`src/rtl/moore_table_fsm_if.sv`:
```
// moore_table_fsm_if: host-side table programming port.
// master = host/config side, slave = the FSM.
interface moore_table_fsm_if #(
  parameter int NUM_STATES = 5,
  parameter int IN_W       = 2,
  parameter int OUT_W      = 1
);
  localparam int ST_W = $clog2(NUM_STATES);

  logic             cfg_tr_we;
  logic             cfg_out_we;
  logic [ST_W-1:0]  cfg_state;
  logic [IN_W-1:0]  cfg_in;
  logic [ST_W-1:0]  cfg_next;
  logic [OUT_W-1:0] cfg_out;
  logic             cfg_err;

  modport master (
    output cfg_tr_we,
    output cfg_out_we,
    output cfg_state,
    output cfg_in,
    output cfg_next,
    output cfg_out,
    input  cfg_err
  );

  modport slave (
    input  cfg_tr_we,
    input  cfg_out_we,
    input  cfg_state,
    input  cfg_in,
    input  cfg_next,
    input  cfg_out,
    output cfg_err
  );
endinterface

```
`src/rtl/moore_table_fsm.sv`:
```
// moore_table_fsm: run-time programmable Moore FSM (transition + output tables).
// MOORE_TABLE_DWELL_EN builds the saturating dwell counter; else dwell is 0.
module moore_table_fsm #(
  parameter int NUM_STATES = 5,
  parameter int IN_W       = 2,
  parameter int OUT_W      = 1,
  parameter int DWELL_W    = 8,
  localparam int ST_W      = $clog2(NUM_STATES)
) (
  input  logic               clock,
  input  logic               reset,
  input  logic               en,
  input  logic [IN_W-1:0]    data_in,
  output logic [OUT_W-1:0]   data_out,
  output logic [ST_W-1:0]    pres_state,
  output logic               state_chg,
  output logic [DWELL_W-1:0] dwell,
  moore_table_fsm_if.slave   cfg
);
  localparam int NIN = 1 << IN_W;

  logic [ST_W-1:0]  tr_tbl  [NUM_STATES][NIN];
  logic [OUT_W-1:0] out_tbl [NUM_STATES];

  logic             pres_ok;
  logic [ST_W-1:0]  nxt;
  logic [OUT_W-1:0] dout_c;
  logic             st_ok;
  logic             nx_ok;
  logic             tr_ok;
  logic             out_ok;
  logic             wr_err;

  // Next state from the pre-edge table; out-of-range state recovers to 0.
  always_comb begin
    pres_ok = int'(pres_state) < NUM_STATES;
    nxt     = pres_state;
    dout_c  = '0;
    if (!pres_ok) begin
      nxt = '0;
    end else begin
      dout_c = out_tbl[pres_state];
      if (en) nxt = tr_tbl[pres_state][data_in];
    end
  end

  assign data_out = dout_c;

  // Config write qualification; tr and out writes are judged separately.
  always_comb begin
    st_ok  = int'(cfg.cfg_state) < NUM_STATES;
    nx_ok  = int'(cfg.cfg_next) < NUM_STATES;
    tr_ok  = cfg.cfg_tr_we && st_ok && nx_ok;
    out_ok = cfg.cfg_out_we && st_ok;
    wr_err = (cfg.cfg_tr_we && !(st_ok && nx_ok)) ||
             (cfg.cfg_out_we && !st_ok);
  end

  // State, strobes, tables and dwell; reset wins over en and writes.
  always_ff @(posedge clock) begin
    if (!reset) begin
      pres_state  <= '0;
      state_chg   <= 1'b0;
      cfg.cfg_err <= 1'b0;
      for (int s = 0; s < NUM_STATES; s++) begin
        out_tbl[s] <= '0;
        for (int i = 0; i < NIN; i++) begin
          tr_tbl[s][i] <= ST_W'(s);
        end
      end
`ifdef MOORE_TABLE_DWELL_EN
      dwell <= '0;
`endif
    end else begin
      pres_state  <= nxt;
      state_chg   <= nxt != pres_state;
      cfg.cfg_err <= wr_err;
      if (tr_ok) begin
        tr_tbl[cfg.cfg_state][cfg.cfg_in] <= cfg.cfg_next;
      end
      if (out_ok) begin
        out_tbl[cfg.cfg_state] <= cfg.cfg_out;
      end
`ifdef MOORE_TABLE_DWELL_EN
      if (nxt != pres_state) begin
        dwell <= '0;
      end else if (en && dwell != '1) begin
        dwell <= dwell + DWELL_W'(1);
      end
`endif
    end
  end

`ifndef MOORE_TABLE_DWELL_EN
  assign dwell = '0;
`endif

endmodule

```
`src/flat_wrapper.sv`:
```
// flat-port wrapper written by rule: the top's interface ports become plain ports
module moore_table_fsm_flat 
#(
  parameter int NUM_STATES = 5,
  parameter int IN_W       = 2,
  parameter int OUT_W      = 1,
  parameter int DWELL_W    = 8,
  localparam int ST_W      = $clog2(NUM_STATES)
)
  (clock, reset, en, data_in, data_out, pres_state, state_chg, dwell, cfg_cfg_tr_we, cfg_cfg_out_we, cfg_cfg_state, cfg_cfg_in, cfg_cfg_next, cfg_cfg_out, cfg_cfg_err);
  moore_table_fsm_if #(.NUM_STATES(NUM_STATES), .IN_W(IN_W), .OUT_W(OUT_W)) cfg_i ();
  input  logic clock;
  input  logic reset;
  input  logic en;
  input  logic [IN_W-1:0] data_in;
  output logic [OUT_W-1:0] data_out;
  output logic [ST_W-1:0] pres_state;
  output logic state_chg;
  output logic [DWELL_W-1:0] dwell;
  input wire logic [$bits(cfg_i.cfg_tr_we)-1:0] cfg_cfg_tr_we;
  input wire logic [$bits(cfg_i.cfg_out_we)-1:0] cfg_cfg_out_we;
  input wire logic [$bits(cfg_i.cfg_state)-1:0] cfg_cfg_state;
  input wire logic [$bits(cfg_i.cfg_in)-1:0] cfg_cfg_in;
  input wire logic [$bits(cfg_i.cfg_next)-1:0] cfg_cfg_next;
  input wire logic [$bits(cfg_i.cfg_out)-1:0] cfg_cfg_out;
  output wire logic [$bits(cfg_i.cfg_err)-1:0] cfg_cfg_err;
  assign cfg_i.cfg_tr_we = cfg_cfg_tr_we;
  assign cfg_i.cfg_out_we = cfg_cfg_out_we;
  assign cfg_i.cfg_state = cfg_cfg_state;
  assign cfg_i.cfg_in = cfg_cfg_in;
  assign cfg_i.cfg_next = cfg_cfg_next;
  assign cfg_i.cfg_out = cfg_cfg_out;
  assign cfg_cfg_err = cfg_i.cfg_err;
  moore_table_fsm #(.NUM_STATES(NUM_STATES), .IN_W(IN_W), .OUT_W(OUT_W), .DWELL_W(DWELL_W)) u_core (.clock(clock), .reset(reset), .en(en), .data_in(data_in), .data_out(data_out), .pres_state(pres_state), .state_chg(state_chg), .dwell(dwell), .cfg(cfg_i));
endmodule
```
`config.mk`:
```
export PLATFORM = sky130hd
export DESIGN_NAME = moore_table_fsm_flat
export DESIGN_NICKNAME = d
export VERILOG_FILES = /design/src/rtl/moore_table_fsm_if.sv /design/src/rtl/moore_table_fsm.sv /design/src/flat_wrapper.sv
export SDC_FILE = /design/constraint.sdc
export NUM_CORES = 1
export LEC_CHECK = 0
export ABC_CLOCK_PERIOD_IN_PS = 3950
export CORE_MARGIN = 4
export CORE_UTILIZATION = 65
export CTS_BUF_LIST = sky130_fd_sc_hd__clkbuf_4 sky130_fd_sc_hd__clkbuf_8
export CTS_CLUSTER_SIZE = 14
export DETAILED_ROUTE_END_ITERATION = 8
export PLACE_DENSITY = 0.92
export SLEW_MARGIN = 20
export SYNTH_ARGS = -nofsm -noshare
export SYNTH_HDL_FRONTEND = slang
export SYNTH_SLANG_ARGS = --single-unit
```
`constraint.sdc`:
```
create_clock -name clock -period 3.95 [get_ports clock]
set_clock_uncertainty 0.05 [all_clocks]
set_input_delay 0.79 -clock clock [delete_from_list [all_inputs] [get_ports clock]]
set_output_delay 0.79 -clock clock [all_outputs]
set_load 0.03 [all_outputs]
```
==> flow_summary.json, run 1 <==
{
  "outcome": "finished clean",
  "place.port_buffers": 21,
  "placement_rows": 30,
  "post-route-period-util_pct": 84.1,
  "stdcell_count": 501,
  "grt_start_max_net_pins": 34,
  "async_flop_share_pct": 0,
  "reg2reg_to": "u_core.state_chg",
  "hold_viol": 0,
  "viasPerCell": 6.35,
  "post-route-util_pct": 75.8,
  "setup_viol": 0,
  "synth_edf_count": 90,
  "postCtsSetupRepairBufs": 0,
  "finalSetupTns_ns": 0,
  "yosysSeqAreaShare_pct": 61.1,
  "highest_layer": "met4",
  "synth.avg_cell_area_um2": 13.2,
  "endpoint": "data_out",
  "worstRegToRegCells": 7,
  "criticalPathCategory": "reg2out",
  "synthFlopType": "edfxtp_1",
  "antennaDiodeCount": 0,
  "cts_resized": 0,
  "p_leak_uw": 0.00181,
  "synth_area_mm2": 0.00475,
  "wl_um": 10300,
  "hold_path.class": "reg2reg",
  "dp_hpwl_um": 7180,
  "crit_family": "flip-flops",
  "cts_hold_buf": 0,
  "ir_drop_mv": 0.317,
  "grt-ovfl-total": 0,
  "drive_above_1_share_pct": 7.41,
  "cts_buffers": 9,
  "cp.arrival_ns": 2.48,
  "root_buffer": "clkbuf_8",
  "io_pins": 30,
  "area_delta_synth_final_pct": 10.7,
  "route.met2.wl_um": 5390,
  "placed_area_mm2": 0.00507,
  "tightest_slew_ns": 0.929,
  "layout_common_cells": "edfxtp_1, conb_1, nand2_1",
  "drv_cap": 0,
  "crit_required_ns": 3.11,
  "grt_pass1_vias": 3130,
  "path_cells": "mux4_2 -> inv_1 -> o21ai_0 -> clkdlybuf4s50_1",
  "dieWidth_um": 93.5,
  "cts_max_path_buffers": 2,
  "wl_met3_um": 961,
  "rsz0062_at_grt": "no",
  "grt_pass1_wl_um": 16900,
  "rrSetupSlack_ns": 0.97,
  "fmax_mhz": 301,
  "dieArea_mm2": 0.00874,
  "globalplace.congestion": 0.824,
  "synthDistinctLibCells": 46,
  "max_stage_delay_ns": 0.73,
  "cts_tree": "done",
  "startpoint": "u_core.pres_state[0]",
  "power_density_mw_per_mm2": 415,
  "grt_usage_pct": 26.1,
  "drtPass1Iterations": 5,
  "path_depth": 4,
  "fin_crit_ns": 3.32,
  "worst-path-max-fanout": 14,
  "drt-met1-wl_um": 3760,
  "vias": 3182,
  "cts_sinks": 100,
  "mostFrequentLayoutCell": "edfxtp_1",
  "critPathSlowestCell": "dfxtp_1",
  "insertion_delay_ns": 0.37,
  "die_y_um": 93.5,
  "fin_area_mm2": 0.00526,
  "coreArea_mm2": 0.00694,
  "crit_path_start_kind": "flop",
  "finalPower_uw": 2190,
  "crit_path_end_kind": "output pin",
  "syn_inst": 359,
  "relSlewSlack_pct": 38.0,
  "drt_iter0_drc": 295,
  "start_util_pct": 68.4,
  "clk_pin_slew_ns": 0.09,
  "yosysWarnings": 0,
  "wl_per_cell_um": 20.6,
  "r2r_start": "u_core.pres_state[0]",
  "critPathBufInv": 2,
  "dp_cells": 485,
  "antenna_found_initial": 0,
  "drv_slew": 0,
  "drcViolationCount": 0,
  "synth_seq_cells": 100,
  "fin_nets": 416,
  "cts-htree-levels": 3,
  "ant_nets": 0
}
==> per-stage QoR <==
| stage | worst slack, ns | hold WS, ns |
|---|---|---|
| final | 0.627 | 0.471 |
| after global routing | 0.521 | 0.523 |
| after CTS | 0.631 | 0.463 |
| after detailed placement | 0.511 | 0.449 |
| after global placement | 0.740 | 0.415 |
| after floorplan | 1.06 | 0.397 |
==> sequential cells by signal (all words and copies together), names as in the netlist <==
name,flops
u_core.pres_state,3
u_core.cfg.cfg_err,1
u_core.out_tbl,5
u_core.tr_tbl,90
u_core.state_chg,1
==> worst register-to-register path: stages (launching register included) <==
cell and delay (ns):
dfxtp_1 0.73, buf_4 0.34, mux4_1 0.63, nand2_1 0.13, nand4_1 0.14, a22o_1 0.31
mux2_4 0.31, o31a_1 0.24
==> cell families (layout without fill, tap and decap cells) <==
group | count (synthesis) | in the layout | share of synthesized area (%)
compound gates | 49 | 49 | 6.66
buf+inv | 44 | 53 | 4.95
flops | 100 | 100 | 61.1
mux | 41 | 41 | 14.0
other cells | 1 | 38 | 0.0789
simple gates | 124 | 124 | 13.2
==> metal layers <==
layer	vias up	GRT usage (%)
met3	25	6.03
met5	-	0
li1	1421	-
met2	218	44.1
met4	0	7.20
met1	1518	34.0
==> worst min-delay path by stage <==
| stage | from | endpoint | slack [ns] | cells past startpoint |
|---|---|---|---|---|
| 2_1_floorplan | u_core.out_tbl[2] | u_core.out_tbl[2] | 0.40 | 2 |
| 3_3_place_gp | u_core.out_tbl[2] | u_core.out_tbl[2] | 0.42 | 2 |
| 3_5_place_dp | u_core.out_tbl[2] | u_core.out_tbl[2] | 0.45 | 2 |
| 4_1_cts | u_core.out_tbl[2] | u_core.out_tbl[2] | 0.46 | 2 |
| 5_1_grt | u_core.out_tbl[3] | u_core.out_tbl[3] | 0.52 | 2 |
| 6_report | u_core.out_tbl[2] | u_core.out_tbl[2] | 0.47 | 2 |
==> where the power goes <==
part | internal, uW | total (uW) | switching (uW)
clock | 291 | 641 | 350
combinational | 124 | 294 | 170
sequential | 1210 | 1250 | 38.1
==> cell usage after synthesis, types with 2 or more instances <==
cell type  instances  area, um^2
clkbuf_1          17        63.8
mux4_2             4        90.1
edfxtp_1          90        2700
nor2_1            15        56.3
nand2b_1           7        43.8
mux2_2             3        33.8
nor2b_1            7        43.8
buf_4             10        75.1
nand3_1            9        45.0
clkinv_1           2        7.51
buf_6              2        22.5
o21ai_0           23         115
nor4_1             8        50.1
mux4_1            12         315
o22ai_1            2        12.5
inv_1              7        26.3
buf_2              5        25.0
dfxtp_1           10         200
and3_1             2        12.5
a21boi_0           2        15.0
nand2_1           28         105
o211ai_1           2        15.0
nor3_1            27         135
and2_1             6        37.5
mux2i_1           21         210
a22o_1             3        26.3
a21oi_1            4        20.0
or3_1              9        56.3
nand4_1            3        18.8
o32ai_1            3        26.3
==> final cells by class <==
cell class	count	area (um^2)
clock buffer	9	124
clock inverter	7	66.3
fill	424	1680
inverter	9	33.8
multi-input combinational	252	1750
sequential	100	2900
tap	96	120
timing repair buffer	28	263
Note: power is estimated with default switching activity, not from simulation.
==> run 2: changes to the inputs <==
Settings changed: ABC_CLOCK_PERIOD_IN_PS 3950 to 3000, CORE_UTILIZATION 65 to 55, PLACE_DENSITY 0.92 to 0.84.
Clock period 3.95 ns to 3 ns, I/O delays scaled along.
==> flow_summary.json, run 2 (synthesis gave the netlist of run 1 again) <==
{
  "cts-htree-levels": 3,
  "antenna_found_initial": 0,
  "fin_area_mm2": 0.00541,
  "clkPwrFrac_pct": 29.5,
  "dp_hpwl_um": 6870,
  "crit_required_ns": 2.35,
  "drt-met1-wl_um": 3770,
  "drv_slew": 0,
  "cts_sinks": 100,
  "wl_um": 9810,
  "dieArea_mm2": 0.0102,
  "cp.arrival_ns": 2.28,
  "dieWidth_um": 101,
  "drv_cap": 0,
  "stdcell_count": 523,
  "largestRegisters": "u_core.tr_tbl: 90 flops, u_core.out_tbl: 5 flops, u_core.pres_state: 3 flops",
  "crit_path_start_kind": "flop",
  "setup_viol": 0,
  "insertion_delay_ns": 0.37,
  "antennaDiodeCount": 0,
  "cts_hold_buf": 0,
  "worst-path-max-fanout": 33,
  "tightest_slew_ns": 0.868,
  "dp_cells": 507,
  "start_util_pct": 57.2,
  "ir_drop_mv": 0.348,
  "hold_slack_ns": 0.445,
  "largest_register": "u_core.tr_tbl",
  "mostFrequentLayoutCell": "edfxtp_1",
  "criticalPathCategory": "reg2out",
  "hold_viol": 0,
  "rsz0062_at_grt": "no",
  "drt_iter0_drc": 259,
  "grt_pass1_vias": 3141,
  "placed_area_mm2": 0.00520,
  "highest_layer": "met4",
  "drcViolationCount": 0,
  "wl_per_cell_um": 18.8,
  "io_pins": 30,
  "largest_reg_flops": 90,
  "grt_pass1_wl_um": 15900,
  "root_buffer": "clkbuf_8",
  "ant_nets": 0,
  "area_delta_synth_final_pct": 13.9,
  "fin_nets": 429,
  "pre_cts_slack_ns": -0.0494,
  "switchingPower_uw": 795,
  "outcome": "finished clean",
  "postCtsSetupRepairBufs": 0,
  "grt-ovfl-total": 0,
  "cts_max_path_buffers": 2,
  "sw_frac_of_total_pct": 27.4,
  "coreArea_mm2": 0.00830,
  "fin_ws_ns": 0.0693,
  "n_fill_cell": 590,
  "fin_crit_ns": 2.93,
  "p_int_uw": 2110,
  "layout_common_cells": "edfxtp_1, conb_1, nand2_1",
  "route.met2.wl_um": 5120,
  "seq_area_mm2": 0.00290,
  "post-route-period-util_pct": 97.7,
  "drive_above_1_share_pct": 10.5,
  "die_y_um": 101,
  "cts_buffers": 9,
  "hold_path.class": "reg2reg",
  "vias": 3092,
  "wl_met3_um": 747,
  "p_leak_uw": 0.00188,
  "multiInputGateArea_mm2": 0.00175,
  "place.port_buffers": 21,
  "crit_path_end_kind": "output pin",
  "post-route-util_pct": 65.2,
  "viasPerCell": 5.91,
  "cts_tree": "done",
  "grt_start_max_net_pins": 34,
  "clk_pin_slew_ns": 0.11,
  "relSlewSlack_pct": 41.9,
  "globalplace.congestion": 0.819,
  "power_density_mw_per_mm2": 536,
  "seqPwrFrac_pct": 56.0,
  "drtPass1Iterations": 4,
  "grt_usage_pct": 20.8,
  "placement_rows": 33,
  "cts_resized": 0,
  "fmax_mhz": 341,
  "p_comb_share_pct": 14.5
}
run 2: changes by cell type in the layout (fill, tap and decap cells not counted), moves of 2 or more:
cell      before  now
buf_4          7   18
clkinv_4       1    3
clkinv_2       3    0
clkinv_8       0    2
inv_8          0    2
buf_12         0    2
run 2: power groups by stage:
| stage | sequential (uW) | clock (uW) | combinational, uW |
|---|---|---|---|
| 2_1_floorplan | 1660 | 0 | 286 |
| 3_3_place_gp | 1650 | 0 | 412 |
| 3_5_place_dp | 1660 | 0 | 418 |
| 4_1_cts | 1620 | 864 | 420 |
| 5_1_grt | 1630 | 933 | 458 |
| 6_report | 1620 | 857 | 421 |
run 2: path summary, 6_finish.rpt:
path                              from           endpoint  slack (ns)  cells after the start
setup / recovery  u_core.pres_state[0]           data_out        0.07                      5
hold / removal       u_core.out_tbl[3]  u_core.out_tbl[3]        0.45                      2
setup reg to reg  u_core.pres_state[0]   u_core.state_chg        0.51                      7
hold reg to reg      u_core.out_tbl[3]  u_core.out_tbl[3]        0.45                      2
run 2: area by class of cell:
type	instances	share of cell area [%]
Clock buffer	9	2.29
Timing Repair Buffer	41	7.12
Multi-Input combinational cell	252	32.4
Sequential cell	100	53.7
Inverter	9	0.624
Clock inverter	7	1.50
Tap cell	105	2.43
run 2: through the flow:
stage / power, uW / TNS, ns
final: 2900 / 0
after global routing: 3020 / 0
after CTS: 2910 / 0
after detailed placement: 2070 / -0.148
after global placement: 2060 / 0
after floorplan: 1940 / 0
run 2: worst max-delay path: stages, from the launching register on:
cell	delay [ns]
dfxtp_1	0.37
buf_12	0.23
mux4_2	0.52
inv_1	0.08
o21ai_0	0.07
clkdlybuf4s50_1	0.62
run 2: layer usage:
| metal | vias to the layer above | global-route usage [%] |
|---|---|---|
| met2 | 115 | 33.9 |
| li1 | 1450 | - |
| met4 | 0 | 9.10 |
| met5 | - | 0 |
| met3 | 13 | 5.40 |
| met1 | 1514 | 26.5 |
